### src/rtl/ysyx_25010008_lsu_if.sv
// Memory-side request/response bus between the LSU (master) and memory (slave).
// Request handshake is valid/ready; the response is a single valid pulse.
interface ysyx_25010008_lsu_if;
    logic        m_req_valid;
    logic        m_req_ready;
    logic [31:0] m_addr;
    logic        m_wen;
    logic [31:0] m_wdata;
    logic [3:0]  m_wstrb;
    logic        m_resp_valid;
    logic [31:0] m_rdata;

    modport master (
        output m_req_valid, m_addr, m_wen, m_wdata, m_wstrb,
        input  m_req_ready, m_resp_valid, m_rdata
    );

    modport slave (
        input  m_req_valid, m_addr, m_wen, m_wdata, m_wstrb,
        output m_req_ready, m_resp_valid, m_rdata
    );
endinterface

### src/rtl/ysyx_25010008_lsu.sv
// Load/store unit: IDLE/REQ/WAIT/RESP FSM with byte/half/word alignment.
// Define YSYX_25010008_MISALIGN_CHK_EN to trap misaligned half/word accesses.
module ysyx_25010008_lsu (
    input  logic        clk,
    input  logic        rst_n,
    input  logic        mem_ren,
    input  logic        mem_wen,
    input  logic        suffix_b,
    input  logic        suffix_h,
    input  logic        sext,
    input  logic [31:0] addr,
    input  logic [31:0] wdata,
    output logic [31:0] rdata,
    output logic        done,
    output logic        busy,
    output logic        err,
    ysyx_25010008_lsu_if.master mem
);
    localparam logic [1:0] IDLE = 2'd0;
    localparam logic [1:0] REQ  = 2'd1;
    localparam logic [1:0] WAIT = 2'd2;
    localparam logic [1:0] RESP = 2'd3;

    localparam logic [1:0] SZ_W = 2'd0;
    localparam logic [1:0] SZ_H = 2'd1;
    localparam logic [1:0] SZ_B = 2'd2;

    logic [1:0]  state;
    logic        st;
    logic [1:0]  sz;
    logic        sx;
    logic [1:0]  off;
    logic        mis;
    logic [31:0] rbuf;

    logic [1:0]  sz_in;
    logic [1:0]  off_in;
    logic [3:0]  strb_in;
    logic [31:0] wsh_in;
    logic        mis_in;
    logic [31:0] shr;
    logic [31:0] ld;

    assign busy = (state != IDLE);

    always_comb begin
        sz_in   = suffix_b ? SZ_B : (suffix_h ? SZ_H : SZ_W);
        off_in  = 2'b00;
        strb_in = 4'b1111;
        mis_in  = 1'b0;
        case (sz_in)
            SZ_B: begin
                off_in  = addr[1:0];
                strb_in = 4'b0001 << addr[1:0];
            end
            SZ_H: begin
                off_in  = {addr[1], 1'b0};
                strb_in = 4'b0011 << {addr[1], 1'b0};
            end
            default: ;
        endcase
        if (!mem_wen) strb_in = 4'b0000;
        wsh_in = wdata << {off_in, 3'b000};
`ifdef YSYX_25010008_MISALIGN_CHK_EN
        case (sz_in)
            SZ_H:    mis_in = addr[0];
            SZ_W:    mis_in = |addr[1:0];
            default: mis_in = 1'b0;
        endcase
`endif
    end

    // Response word is realigned to bit 0, then truncated and extended.
    always_comb begin
        shr = rbuf >> {off, 3'b000};
        case (sz)
            SZ_B:    ld = {{24{sx & shr[7]}}, shr[7:0]};
            SZ_H:    ld = {{16{sx & shr[15]}}, shr[15:0]};
            default: ld = shr;
        endcase
    end

    always_ff @(posedge clk) begin
        if (!rst_n) begin
            state           <= IDLE;
            st              <= 1'b0;
            sz              <= SZ_W;
            sx              <= 1'b0;
            off             <= 2'b00;
            mis             <= 1'b0;
            rbuf            <= 32'h0;
            rdata           <= 32'h0;
            done            <= 1'b0;
            err             <= 1'b0;
            mem.m_req_valid <= 1'b0;
            mem.m_addr      <= 32'h0;
            mem.m_wen       <= 1'b0;
            mem.m_wdata     <= 32'h0;
            mem.m_wstrb     <= 4'b0000;
        end else begin
            done <= 1'b0;
            err  <= 1'b0;
            case (state)
                IDLE: begin
                    if (mem_ren || mem_wen) begin
                        st  <= mem_wen;
                        sz  <= sz_in;
                        sx  <= sext;
                        off <= off_in;
                        mis <= mis_in;
                        if (mis_in) begin
                            state <= RESP;
                        end else begin
                            state           <= REQ;
                            mem.m_req_valid <= 1'b1;
                            mem.m_addr      <= {addr[31:2], 2'b00};
                            mem.m_wen       <= mem_wen;
                            mem.m_wdata     <= wsh_in;
                            mem.m_wstrb     <= strb_in;
                        end
                    end
                end
                REQ: begin
                    if (mem.m_req_ready) begin
                        mem.m_req_valid <= 1'b0;
                        state           <= WAIT;
                    end
                end
                WAIT: begin
                    if (mem.m_resp_valid) begin
                        rbuf  <= mem.m_rdata;
                        state <= RESP;
                    end
                end
                RESP: begin
                    done  <= 1'b1;
                    err   <= mis;
                    state <= IDLE;
                    if (!st && !mis) rdata <= ld;
                end
                default: state <= IDLE;
            endcase
        end
    end
endmodule

### src/flat_wrapper.sv
// flat-port wrapper written by rule: the top's interface ports become plain ports
module ysyx_25010008_lsu_flat 
  (clk, rst_n, mem_ren, mem_wen, suffix_b, suffix_h, sext, addr, wdata, rdata, done, busy, err, mem_m_req_valid, mem_m_addr, mem_m_wen, mem_m_wdata, mem_m_wstrb, mem_m_req_ready, mem_m_resp_valid, mem_m_rdata);
  ysyx_25010008_lsu_if mem_i ();
  input  logic clk;
  input  logic rst_n;
  input  logic mem_ren;
  input  logic mem_wen;
  input  logic suffix_b;
  input  logic suffix_h;
  input  logic sext;
  input  logic [31:0] addr;
  input  logic [31:0] wdata;
  output logic [31:0] rdata;
  output logic done;
  output logic busy;
  output logic err;
  output wire logic [$bits(mem_i.m_req_valid)-1:0] mem_m_req_valid;
  output wire logic [$bits(mem_i.m_addr)-1:0] mem_m_addr;
  output wire logic [$bits(mem_i.m_wen)-1:0] mem_m_wen;
  output wire logic [$bits(mem_i.m_wdata)-1:0] mem_m_wdata;
  output wire logic [$bits(mem_i.m_wstrb)-1:0] mem_m_wstrb;
  input wire logic [$bits(mem_i.m_req_ready)-1:0] mem_m_req_ready;
  input wire logic [$bits(mem_i.m_resp_valid)-1:0] mem_m_resp_valid;
  input wire logic [$bits(mem_i.m_rdata)-1:0] mem_m_rdata;
  assign mem_m_req_valid = mem_i.m_req_valid;
  assign mem_m_addr = mem_i.m_addr;
  assign mem_m_wen = mem_i.m_wen;
  assign mem_m_wdata = mem_i.m_wdata;
  assign mem_m_wstrb = mem_i.m_wstrb;
  assign mem_i.m_req_ready = mem_m_req_ready;
  assign mem_i.m_resp_valid = mem_m_resp_valid;
  assign mem_i.m_rdata = mem_m_rdata;
  ysyx_25010008_lsu u_core (.clk(clk), .rst_n(rst_n), .mem_ren(mem_ren), .mem_wen(mem_wen), .suffix_b(suffix_b), .suffix_h(suffix_h), .sext(sext), .addr(addr), .wdata(wdata), .rdata(rdata), .done(done), .busy(busy), .err(err), .mem(mem_i));
endmodule
### config.mk
export PLATFORM = sky130hd
export DESIGN_NAME = ysyx_25010008_lsu_flat
export DESIGN_NICKNAME = d
export VERILOG_FILES = /design/src/rtl/ysyx_25010008_lsu_if.sv /design/src/rtl/ysyx_25010008_lsu.sv /design/src/flat_wrapper.sv
export SDC_FILE = /design/constraint.sdc
export NUM_CORES = 1
export LEC_CHECK = 0
export ABC_CLOCK_PERIOD_IN_PS = 2500
export BUFFER_PORTS_ARGS = -buffer_cell sky130_fd_sc_hd__buf_2
export CAP_MARGIN = 10
export CORE_MARGIN = 8
export CORE_UTILIZATION = 50
export DETAILED_ROUTE_END_ITERATION = 8
export GPL_TIMING_DRIVEN = 0
export PLACE_DENSITY = 0.79
export SLEW_MARGIN = 20
export SYNTH_ARGS = -nofsm -noshare
export SYNTH_HDL_FRONTEND = slang
export SYNTH_SLANG_ARGS = --single-unit
### constraint.sdc
create_clock -name clk -period 2.5 [get_ports clk]
set_input_delay 0.25 -clock clk [delete_from_list [all_inputs] [get_ports clk]]
set_output_delay 0.25 -clock clk [all_outputs]
set_load 0.005 [all_outputs]
* After elaboration in Yosys (flattened, before gate mapping)
Index checks and enable logic that the tools add are counted.
** Storage, ports and cells
- Input port bits :: 105
- Flip-flop bits (word level) :: 140
** Cells by class
- Muxes and demuxes :: 14
- Reduce and logical (&&, ||, !) cells :: 10
- Shifts and indexed selects :: 4
- Bitwise gates (word level) :: 2
- Equal/unequal tests :: 10
** Operator list (number)
- $pmux 32 s2 :: 1
- $shl 32x5->32 :: 1
- $shr 32x5->32 :: 1
- $eq 2x2->1 const B :: 4
- $mux 2 :: 4
- $pmux 2 s4 :: 1
- $pmux 4 s2 :: 1
- $eq 2x1->1 const B :: 3
- $reduce_and 2->1 :: 3
- $reduce_and 3->1 :: 2
- $mux 1 :: 4
- $mux 4 :: 1
- $ne 2x2->1 const B :: 2
- $pmux 2 s2 :: 1
- $reduce_bool 2->1 :: 2
- $shl 1x2->4 const A :: 1
- $shl 2x2->4 const A :: 1
- $and 1x1->1 :: 2
- $logic_not 2->1 :: 1
- $ne 2x1->1 const B :: 1
- $pmux 1 s2 :: 1
- $logic_not 1->1 :: 1
- $logic_or 1x1->1 :: 1

* Logic depth before layout (Yosys ltp)
Gate-level depths: netlist (run 1).
- Depth after elaboration :: 5
- Depth in mapped cells :: 9
- Mapped depth without buffers :: 6

* Least setup slack after synthesis (run 1)
No wires, ideal clock.
- Kind :: register -> register
- Start point :: register u_core.state[0]
- End point :: register u_core.mem.m_addr[15]
- Cell stages (with the launch flop) :: 10
- Arrival time :: 1.801 ns
- Clock period less this slack :: 1.877 ns
- Library setup time :: 0.076 ns
- Buffers on the path :: 4
- Data required time :: 2.424 ns
- Setup slack :: 0.623 ns
- Cells stage by stage :: dfxtp_1 -> inv_1 -> ha_1 -> clkbuf_1 -> o21ai_1 -> buf_2 -> buf_2 -> buf_1 -> nand2_1 -> a21boi_0
** Between the ends
- Longest elaborated chain between the ends :: 2
** RTL lines
- start, declared :: RTL line ysyx_25010008_lsu.sv:28 : logic [1:0] state;
- start signal, assigned :: RTL line ysyx_25010008_lsu.sv:85 : state <= IDLE;
- start signal, assigned :: RTL line ysyx_25010008_lsu.sv:112 : state <= RESP;
- start signal, assigned :: RTL line ysyx_25010008_lsu.sv:114 : state <= REQ;
- $logic_not 2->1 :: RTL line ysyx_25010008_lsu.sv:103 : case (state)
- $reduce_and 2->1 (no source line)
- end signal, assigned :: RTL line ysyx_25010008_lsu.sv:116 : mem.m_addr <= {addr[31:2], 2'b00};
- end, declared :: RTL line ysyx_25010008_lsu_if.sv:14 : output m_req_valid, m_addr, m_wen, m_wdata, m_wstrb,
No other way between the ends.
A chain may end at the register's enable or synchronous reset.

* Worst setup path after layout (run 1)
Ends and elaborated chain as after synthesis.

==> impl_results.md, run 1 <==
- # DRC: 0
- Vias in the first global route: between 5,000 and 6,000
- Final Worst Setup Slack: between 0.2 and 0.25 ns
- Top Ports: between 200 and 250
- RSZ-0062 raised after global routing: no
- Via count: roughly 5,700
- Prevailing post-synth register cell: dfxtp_1
- GRT overflow: 0
- Fillers: around 1,000
- Fmax: around 440 MHz
- Setup-failing EPs final: 0
- ANT cells: 0
- Initial Utilization: 0.512
- Root Driver: clkbuf_16
- Critical path peak fanout: 10
- Sequential share of the synthesized area: 0.456
- Syn avg cell area: a little under 9 um^2
- WL final: roughly 18 mm
- Clk pin slew, worst setup/hold paths: about 0.06 ns
- Peak VDD IR: 0.000473 V
- Crit Path Category: reg2reg
- Cell Rows: 40
- Hold Fails Final Rpt: 0
- Drt wl/cell: between 15 and 20 um
- Final Slew Violations: 0
- Post-synth cell types: 39
- CTS sink count: 140
- Die Width: 127 um
- CTS buffer count: 17
- Slew headroom: 0.514
- Ys Warns: 0
- PD cells: 909 mW/mm^2
- Leak pwr: about 3.4 nW
- Asr flop ratio synth: 0
- # Post-CTS Setup Buffers: 0
- Status: finished clean
- Total Power: just over 7 mW
- Final HPWL DP: between 10 and 15 mm
- Placed cell areas: 0.00736 mm^2
- Area of the mapped netlist: approximately 0.006 mm^2
- R2R Setup Slk: between 0.2 and 0.25 ns
- PortBufs: ~200
- Final std cells w/o fill: roughly 1,100
- Min cycle time layout: 2.30 ns
- Clock insertion delay at the later pin of the skew report: about 0.42 ns
- Post-synth EDFFs: 0
- Mapped Cells: 699
- Die area: approximately 0.016 mm^2
- Antenna-violating nets left: 0
- Area Growth Syn to Fin: 29.3%
- # nets final: between 1,000 and 1,500
- Worst-Margin Slew: 0.726 ns
- Placed cell count: 1,052
- H-tree depth: 4
- DR vias/cell: ~5.3
- Initial antenna violation count: 0
- Place WS: 0.116 ns
- 1st-iter DRT viols: between 400 and 500
- Post-Layout Inst Area: slightly below 0.008 mm^2
- Total core area: roughly 0.012 mm^2
- Largest net degree at the start of global routing: 17
- Die Ht: around 130 um
- CP Launch Type: flop
- Post-CTS Hold Fix Bufs: 0
- Hold Crit Class: in2reg
- GP Congestion: slightly below 0.9
- Setup tns final: 0 ns
- Fraction of layout cells with a size suffix above 1: 0.316
- Max clock buf depth: 2
- DRT Pass-1 Iters: 6
- Critical Path AT: 2.63 ns
- GR Util All Layers: 0.224
- Endpoint type of the worst setup path: flop
- Worst Path Required: roughly 2.8 ns
- Period utilisation layout: 0.919
- Yosys reg bits: 140
- First-pass GRT wire length: approximately 29 mm
- Clock Skew: about 0.009 ns
- Max-Cap Viols: 0
- TritonCTS clock tree: yes
logic make-up after synthesis:
family,after synthesis,share of synthesized area
and+or+nand+nor,243,0.173
AOI/OAI and AO/OA,190,0.218
DFF,140,0.456
buffers and inverters,69,0.0480
muxes,49,0.0898
adders and majority gates,7,0.0143
other,1,0.000610
metal layers:
layer	share of wire	GRT usage	up-vias
li1	-	-	2835
met1	0.42	0.270	2636
met2	0.47	0.360	226
met3	0.073	0.0603	38
met4	0.029	0.115	0
met5	0	0	-
cells in the mapped netlist, types with 2 or more instances:
library cell / instances / area (um^2)
a21oi_1: 27 / 135
clkbuf_1: 40 / 150
o21ai_0: 35 / 175
nand3_1: 2 / 10.0
a22oi_1: 16 / 120
nor2b_1: 40 / 250
buf_2: 7 / 35.0
buf_6: 2 / 22.5
o21a_1: 4 / 30.0
buf_1: 6 / 22.5
buf_4: 3 / 22.5
dfxtp_1: 140 / 2800
inv_1: 10 / 37.5
ha_1: 7 / 87.6
mux2i_1: 9 / 90.1
a21boi_0: 77 / 578
and3_1: 2 / 12.5
mux2_2: 39 / 439
o211ai_1: 7 / 52.6
and2_1: 12 / 75.1
nor2_1: 12 / 45.0
nand2_1: 170 / 638
a222oi_1: 16 / 160
where the power goes:
| group | internal, mW | switching, mW | total (mW) |
|---|---|---|---|
| combinational | 0.801 | 1.16 | 1.96 |
| clock | 1.55 | 0.924 | 2.47 |
| sequential | 2.59 | 0.206 | 2.79 |
| total | 4.93 | 2.29 | 7.22 |
worst max-delay path, cell delays in order (launching register included):
cell and delay [ns]:
dfxtp_1 0.39, inv_1 0.10, ha_1 0.20, clkbuf_1 0.18
o21ai_1 0.25, buf_2 0.30, buf_2 0.28, buf_2 0.26
nand2_1 0.08, a21boi_0 0.18
through the flow:
step           hold slack (ns)  utilization
2_1_floorplan            0.395            -
3_3_place_gp             0.448        0.613
3_5_place_dp             0.453        0.613
4_1_cts                 0.0677        0.661
5_1_grt                 0.0838        0.662
6_report                0.0757        0.662
cell type report:
type	instances	area (um^2)	area share
plain buffers	59	264	0.0332
flip-flops and latches	140	2800	0.353
well taps	147	184	0.0231
repair buffers	204	1020	0.128
inverters	10	37.5	0.00472
clock inverters	5	55.1	0.00693
multi-input cells	492	3060	0.384
clock buffers	26	529	0.0666
state kept, by name, summed over array words and instances (netlist names):
signal / count
u_core.rdata: 32
u_core.sz: 2
u_core.mem.m_wstrb: 4
u_core.done: 1
u_core.off: 2
u_core.mem.m_wdata: 32
u_core.state: 2
u_core.mem.m_wen: 1
u_core.mem.m_addr: 30
u_core.mem.m_req_valid: 1
u_core.sx: 1
u_core.rbuf: 32
worst paths after layout:
| path | endpoint | from | depth (start not counted) |
|---|---|---|---|
| setup / recovery | u_core.mem.m_addr[15] | u_core.state[0] | 9 |
| hold / removal | u_core.rbuf[17] | mem_m_rdata[17] | 3 |
| setup reg to reg | u_core.mem.m_addr[15] | u_core.state[0] | 9 |
| hold reg to reg | u_core.mem.m_addr[26] | u_core.mem.m_addr[26] | 2 |
layout by cell type, fill, tap and decap left out, types with 3 or more instances in the layout:
| master | count |
|---|---|
| o21ai_0 | 35 |
| o211ai_1 | 7 |
| clkbuf_8 | 7 |
| nor2b_1 | 40 |
| buf_1 | 4 |
| a222oi_1 | 16 |
| nor2_1 | 12 |
| conb_1 | 3 |
| clkbuf_1 | 39 |
| a22oi_1 | 16 |
| inv_1 | 10 |
| buf_4 | 3 |
| nand2_1 | 170 |
| and2_1 | 12 |
| o21a_1 | 4 |
| mux2_2 | 39 |
| a21oi_1 | 27 |
| ha_1 | 7 |
| buf_2 | 212 |
| dfxtp_1 | 140 |
| clkbuf_16 | 17 |
| mux2i_1 | 9 |
| a21boi_0 | 77 |
| clkbuf_2 | 5 |
what timing repair did:
item,4_1_cts,5_1_grt
setup endpoints to repair,0,36
resized for setup,0,9
endpoints found under the hold margin,0,0
(Power assumes the default switching activity.)
==> inputs of run 2 (changes only) <==
--- a/config.mk
+++ b/config.mk
@@ -8,11 +8,13 @@
 export ABC_CLOCK_PERIOD_IN_PS = 2500
 export BUFFER_PORTS_ARGS = -buffer_cell sky130_fd_sc_hd__buf_2
 export CAP_MARGIN = 10
+export CELL_PAD_IN_SITES_DETAIL_PLACEMENT = 0
+export CELL_PAD_IN_SITES_GLOBAL_PLACEMENT = 1
 export CORE_MARGIN = 8
-export CORE_UTILIZATION = 50
+export CORE_UTILIZATION = 37
 export DETAILED_ROUTE_END_ITERATION = 8
 export GPL_TIMING_DRIVEN = 0
-export PLACE_DENSITY = 0.79
+export PLACE_DENSITY = 0.8
 export SLEW_MARGIN = 20
 export SYNTH_ARGS = -nofsm -noshare
 export SYNTH_HDL_FRONTEND = slang
==> run 2 against run 1 <==
Core utilization decreased by 17 points. Sequential power about the same. Register-to-register slack better by 0.08 ns. Largest cell class unchanged. Critical path type unchanged. Highest routed layer is now met5. Setup slack better by 0.076 ns. Sequential share of layout area shrank 0.45 points.
==> impl_results.md, run 2 (synthesized netlist as in run 1, its figures left out) <==
- Status: finished clean
- R2R Setup Slk: ~0.28 ns
- Min cycle time layout: around 2.2 ns
- GRT overflow: 0
- WL final: about 20 mm
- Total Power: 7.35 mW
- Most common cell after layout, fill and taps aside: buf_2
- Final Slew Violations: 0
- Clock insertion delay at the later pin of the skew report: between 0.4 and 0.5 ns
- CTS buffer count: 17
- Commonest cells after routing, fill and taps aside: buf_2 (211), nand2_1 (170), dfxtp_1 (140), a21boi_0 (77), nor2b_1 (40)
- DR vias/cell: between 4 and 5
- CTS sink count: 140
- Slowest CP cell: dfxtp_1
- Worst-Margin Slew: a little under 0.9 ns
- Total core area: 0.0164 mm^2
- TritonCTS clock tree: yes
- Period utilisation layout: 0.889
- Post-CTS Hold Fix Bufs: 0
- Slew headroom: 0.414
- Most frequent CP cell: buf_2
- H-tree depth: 4
- Hold Crit Class: in2reg
- Fraction of layout cells with a size suffix above 1: 0.319
- Top flop regs: u_core.mem.m_wdata x32, u_core.rbuf x32, u_core.rdata x32
- Setup-failing EPs final: 0
- Antenna-violating nets left: 0
- DRT Pass-1 Iters: 7
- Final HPWL DP: 15.8 mm
- PD cells: ~910 mW/mm^2
- CTS resizes: 0
- # nets final: ~1,000
- GR Util All Layers: 0.194
- Die area: approximately 0.021 mm^2
- Initial antenna violation count: 6
- Die Width: between 100 and 150 um
- Post-Layout Inst Area: around 0.0081 mm^2
- GP Congestion: around 0.84
- First-pass GRT wire length: a little over 30 mm
- 1st-iter DRT viols: 362
- # Post-CTS Setup Buffers: 0
- Max clock buf depth: 2
- Final core occ: 0.491
- Cell Rows: between 40 and 50
- # DRC: 0
- Setup tns final: 0 ns
- Crit-path max cell delay: around 0.38 ns
- Top Ports: between 200 and 250
- Buffer and inverter count on the worst path: 5
- CP Cell Sequence: inv_1 > ha_1 > clkbuf_1 > o21ai_1 > clkbuf_4 > buf_2 > buf_2 > nand2_1 > a21boi_0
- Final std cells w/o fill: between 1,000 and 1,500
- Drt wl/cell: 17.6 um
- Critical path peak fanout: 10
- CP top delay family: buffers and inverters
- PortBufs: about 200
- Max-Cap Viols: 0
- Initial Utilization: 0.375
- Clock Skew: 0.0102 ns
- Clk pin slew, worst setup/hold paths: 0.06 ns
- Root Driver: clkbuf_16
- Hold Fails Final Rpt: 0
- Crit Path Category: reg2reg
- Area Growth Syn to Fin: 31.0%
- RSZ-0062 raised after global routing: no
- CP Launch Type: flop
- Placed cell areas: 0.00745 mm^2
- Fmax: 450 MHz
- Via count: between 5,000 and 6,000
- Endpoint type of the worst setup path: flop
- Critical Path AT: 2.55 ns
- Placed cell count: 1,125
- Largest net degree at the start of global routing: 17
- Die Ht: around 140 um
- Worst Path Required: 2.83 ns
- Leak pwr: approximately 3.5 nW
- Vias in the first global route: around 5,600
- Peak VDD IR: roughly 0.00053 V
[run 2: worst reg2reg max path, stage by stage, from the launching register on]
cell and delay, ns:
dfxtp_1 0.38, inv_1 0.10, ha_1 0.20, clkbuf_1 0.18, o21ai_1 0.20, clkbuf_4 0.28
buf_2 0.25, buf_2 0.28, nand2_1 0.08, a21boi_0 0.19
[run 2: worst paths after layout]
| kind | start | to | depth (start not counted) |
|---|---|---|---|
| setup / recovery | u_core.state[0] | u_core.mem.m_addr[29] | 9 |
| hold / removal | addr[12] | u_core.mem.m_addr[12] | 3 |
| setup reg to reg | u_core.state[0] | u_core.mem.m_addr[29] | 9 |
| hold reg to reg | u_core.sx | u_core.sx | 2 |
[run 2: layout make-up]
cell class                 instances  area, um^2
tap                              220         275
multi-input combinational        492        3060
clock inverter                    11         145
clock buffer                      20         447
fill                            1657        8360
timing repair buffer             204        1020
buffer                            58         265
antenna                            1        2.50
inverter                          10        37.5
sequential                       140        2800
[run 2: stage by stage]
step / hold slack [ns] / setup WS [ns]
2_1_floorplan: 0.395 / 0.623
3_3_place_gp: 0.448 / 0.121
3_5_place_dp: 0.452 / 0.0861
4_1_cts: 0.0567 / 0.0619
5_1_grt: 0.0687 / 0.00233
6_report: 0.0759 / 0.278
[run 2: power breakdown]
| part | internal (mW) | total [mW] | leakage [nW] | switching, mW |
|---|---|---|---|---|
| Clock | 1.59 | 2.55 | 0.282 | 0.968 |
| Sequential | 2.59 | 2.79 | 1.14 | 0.203 |
| Combinational | 0.806 | 2.01 | 2.03 | 1.20 |
| Total | 4.98 | 7.35 | 3.45 | 2.37 |
[run 2: layer usage]
layer | vias to the layer above | GRT usage | part of all wire | routed length, um
met5 | - | 0 | 0.0029 | 59
met3 | 39 | 0.0719 | 0.087 | 1770
met1 | 2593 | 0.239 | 0.43 | 8770
li1 | 2841 | - | - | -
met4 | 10 | 0.0756 | 0.023 | 474
met2 | 194 | 0.301 | 0.46 | 9310
==> inputs of run 3 (changes only) <==
--- a/config.mk
+++ b/config.mk
@@ -10,6 +10,7 @@
 export CAP_MARGIN = 10
 export CELL_PAD_IN_SITES_DETAIL_PLACEMENT = 0
 export CELL_PAD_IN_SITES_GLOBAL_PLACEMENT = 1
+export CORE_ASPECT_RATIO = 2
 export CORE_MARGIN = 8
 export CORE_UTILIZATION = 37
 export DETAILED_ROUTE_END_ITERATION = 8
==> run 3 against run 2 <==
Non-clock buffer count unchanged. Cell area is 0.68% lower. Largest cell class unchanged. Critical path type unchanged. Final cell count down 1.2%. Flip-flop and latch count unchanged. Critical endpoint is now u_core.mem.m_wdata[17]. Sequential power hardly changed. Combinational power barely moved.
==> impl_results.md, run 3 (synthesized netlist as in run 1, its figures left out) <==
- Met2 wire len: roughly 12 mm
- Initial Utilization: 0.378
- Routed met1 length: ~6.9 mm
- Top Ports: 210
- Slowest CP cell: o21a_1
- Clock insertion delay at the later pin of the skew report: approximately 0.42 ns
- Die area: about 0.021 mm^2
- Fraction of layout cells with a size suffix above 1: 0.322
- Min cycle time layout: 2.25 ns
- Crit-path max cell delay: 0.39 ns
- Status: finished clean
- CP Cell Sequence: inv_1 > ha_1 > clkbuf_1 > o21a_1 > and3_1 > clkbuf_1 > a222oi_1 > nor2b_1
- Fmax: between 400 and 500 MHz
- Commonest cells after routing, fill and taps aside: buf_2 (210), nand2_1 (170), dfxtp_1 (140), a21boi_0 (77), nor2b_1 (40)
- TritonCTS clock tree: yes
- Final Slew Violations: 0
- Top flop regs: u_core.mem.m_wdata x32, u_core.rbuf x32, u_core.rdata x32
- Via count: around 5,700
- PortBufs: 204
- # nets final: between 1,000 and 1,500
- Total core area: 0.0163 mm^2
- Critical Path AT: about 2.6 ns
- Setup-failing EPs final: 0
- Peak VDD IR: roughly 0.00050 V
- Drt wl/cell: around 19 um
- Antenna-violating nets left: 0
- 1st-iter DRT viols: about 210
- Fillers: 1,664
- # DRC: 0
- Clk pin slew, worst setup/hold paths: about 0.060 ns
- Met3 WL post-DR: 1.27 mm
- Root Driver: clkbuf_16
- Slew headroom: 0.449
- Cell Rows: 66
- GRT overflow: 0
- Endpoint type of the worst setup path: flop
- Die Ht: ~200 um
- Worst-Margin Slew: about 0.82 ns
- Final HPWL DP: roughly 17 mm
- H-tree depth: 4
- Most common cell after layout, fill and taps aside: buf_2
- Setup tns final: 0 ns
- Period utilisation layout: 0.898
- PD cells: between 900 and 1000 mW/mm^2
- Clock Skew: between 0.01 and 0.015 ns
- Max clock buf depth: 2
- Post-CTS Hold Fix Bufs: 0
- Initial antenna violation count: 3
- DR vias/cell: approximately 5
- Hold Fails Final Rpt: 0
- GR Util All Layers: 0.203
- GP Congestion: 0.894
- WL final: around 21 mm
- Vias in the first global route: between 6,000 and 7,000
- Critical path peak fanout: 8
- Worst Path Required: ~2.9 ns
- DRT Pass-1 Iters: 5
- Die Width: 107 um
- Top Layer Used: met5
- Crit Path Category: reg2reg
- Area Growth Syn to Fin: 30.1%
- Largest net degree at the start of global routing: 17
- Hold Crit Class: in2reg
- Most frequent CP cell: clkbuf_1
- RSZ-0062 raised after global routing: no
- CTS buffer count: 17
- Leak pwr: around 3.4 nW
- First-pass GRT wire length: between 30 and 40 mm
- CTS sink count: 140
- Max-Cap Viols: 0
- Total Power: a little over 7 mW
- CP Launch Type: flop
[run 3: cell count changes in the layout (fill, tap and decap cells not counted), sizes merged]
cell / before / now
bufinv: 3 / 0
inv: 10 / 20
clkbuf: 63 / 61
clkinv: 5 / 3
diode: 1 / 2
buf: 219 / 218
clkinvlp: 3 / 2
[run 3: metrics by stage]
step | area (um^2) | setup WS, ns | instances | util | hold slack (ns)
floorplan | 6150 | 0.623 | 701 | - | 0.395
global placement | 7430 | 0.0584 | 1109 | 0.457 | 0.448
detailed placement | 7430 | 0.0312 | 1109 | 0.457 | 0.453
CTS | 7980 | 0.0162 | 1141 | 0.491 | 0.0574
global route | 8000 | 0.00653 | 1142 | 0.492 | 0.0708
finish | 8000 | 0.254 | 1142 | 0.492 | 0.0735
[run 3: worst paths after layout]
kind | from | to | slack [ns] | cells after the start
max | u_core.state[0] | u_core.mem.m_wdata[17] | 0.25 | 8
min | addr[21] | u_core.mem.m_addr[21] | 0.07 | 3
max reg2reg | u_core.state[0] | u_core.mem.m_wdata[17] | 0.25 | 8
min reg2reg | u_core.mem.m_addr[22] | u_core.mem.m_addr[22] | 0.46 | 2
[run 3: critical path, delay by kind of cell (launching register included)]
| kind | cells | cell delay, ns |
|---|---|---|
| simple gates | 2 | 0.35 |
| compound gates | 2 | 0.53 |
| buf+inv | 3 | 0.81 |
| flops | 1 | 0.34 |
| fa+ha+maj | 1 | 0.15 |
[run 3: layer usage]
metal  vias to the layer above  GRT usage
li1                       2844          -
met1                      2617      0.178
met2                       187      0.386
met3                        52     0.0528
met4                         2      0.136
met5                         -          0
[run 3: area by class of cell]
class	instances	area, um^2	share of cell area
Antenna cell	2	5.00	0.000626
Clock buffer	17	425	0.0532
Tap cell	204	255	0.0319
Clock inverter	15	126	0.0158
Inverter	10	37.5	0.00469
Timing Repair Buffer	204	1020	0.128
Sequential cell	140	2800	0.350
Buffer	58	268	0.0335
Multi-Input combinational cell	492	3060	0.382
[run 3: power breakdown]
part           internal [mW]  switching [mW]  total (mW)
registers               2.58           0.200        2.78
logic                  0.812            1.22        2.03
clock network           1.30            1.09        2.39
total                   4.70            2.51        7.21
[run 3: timing repair]
| item | in CTS | in global routing |
|---|---|---|
| setup endpoints to repair | 0 | 57 |
| buffers inserted | 0 | 0 |
| resized for setup | 0 | 14 |
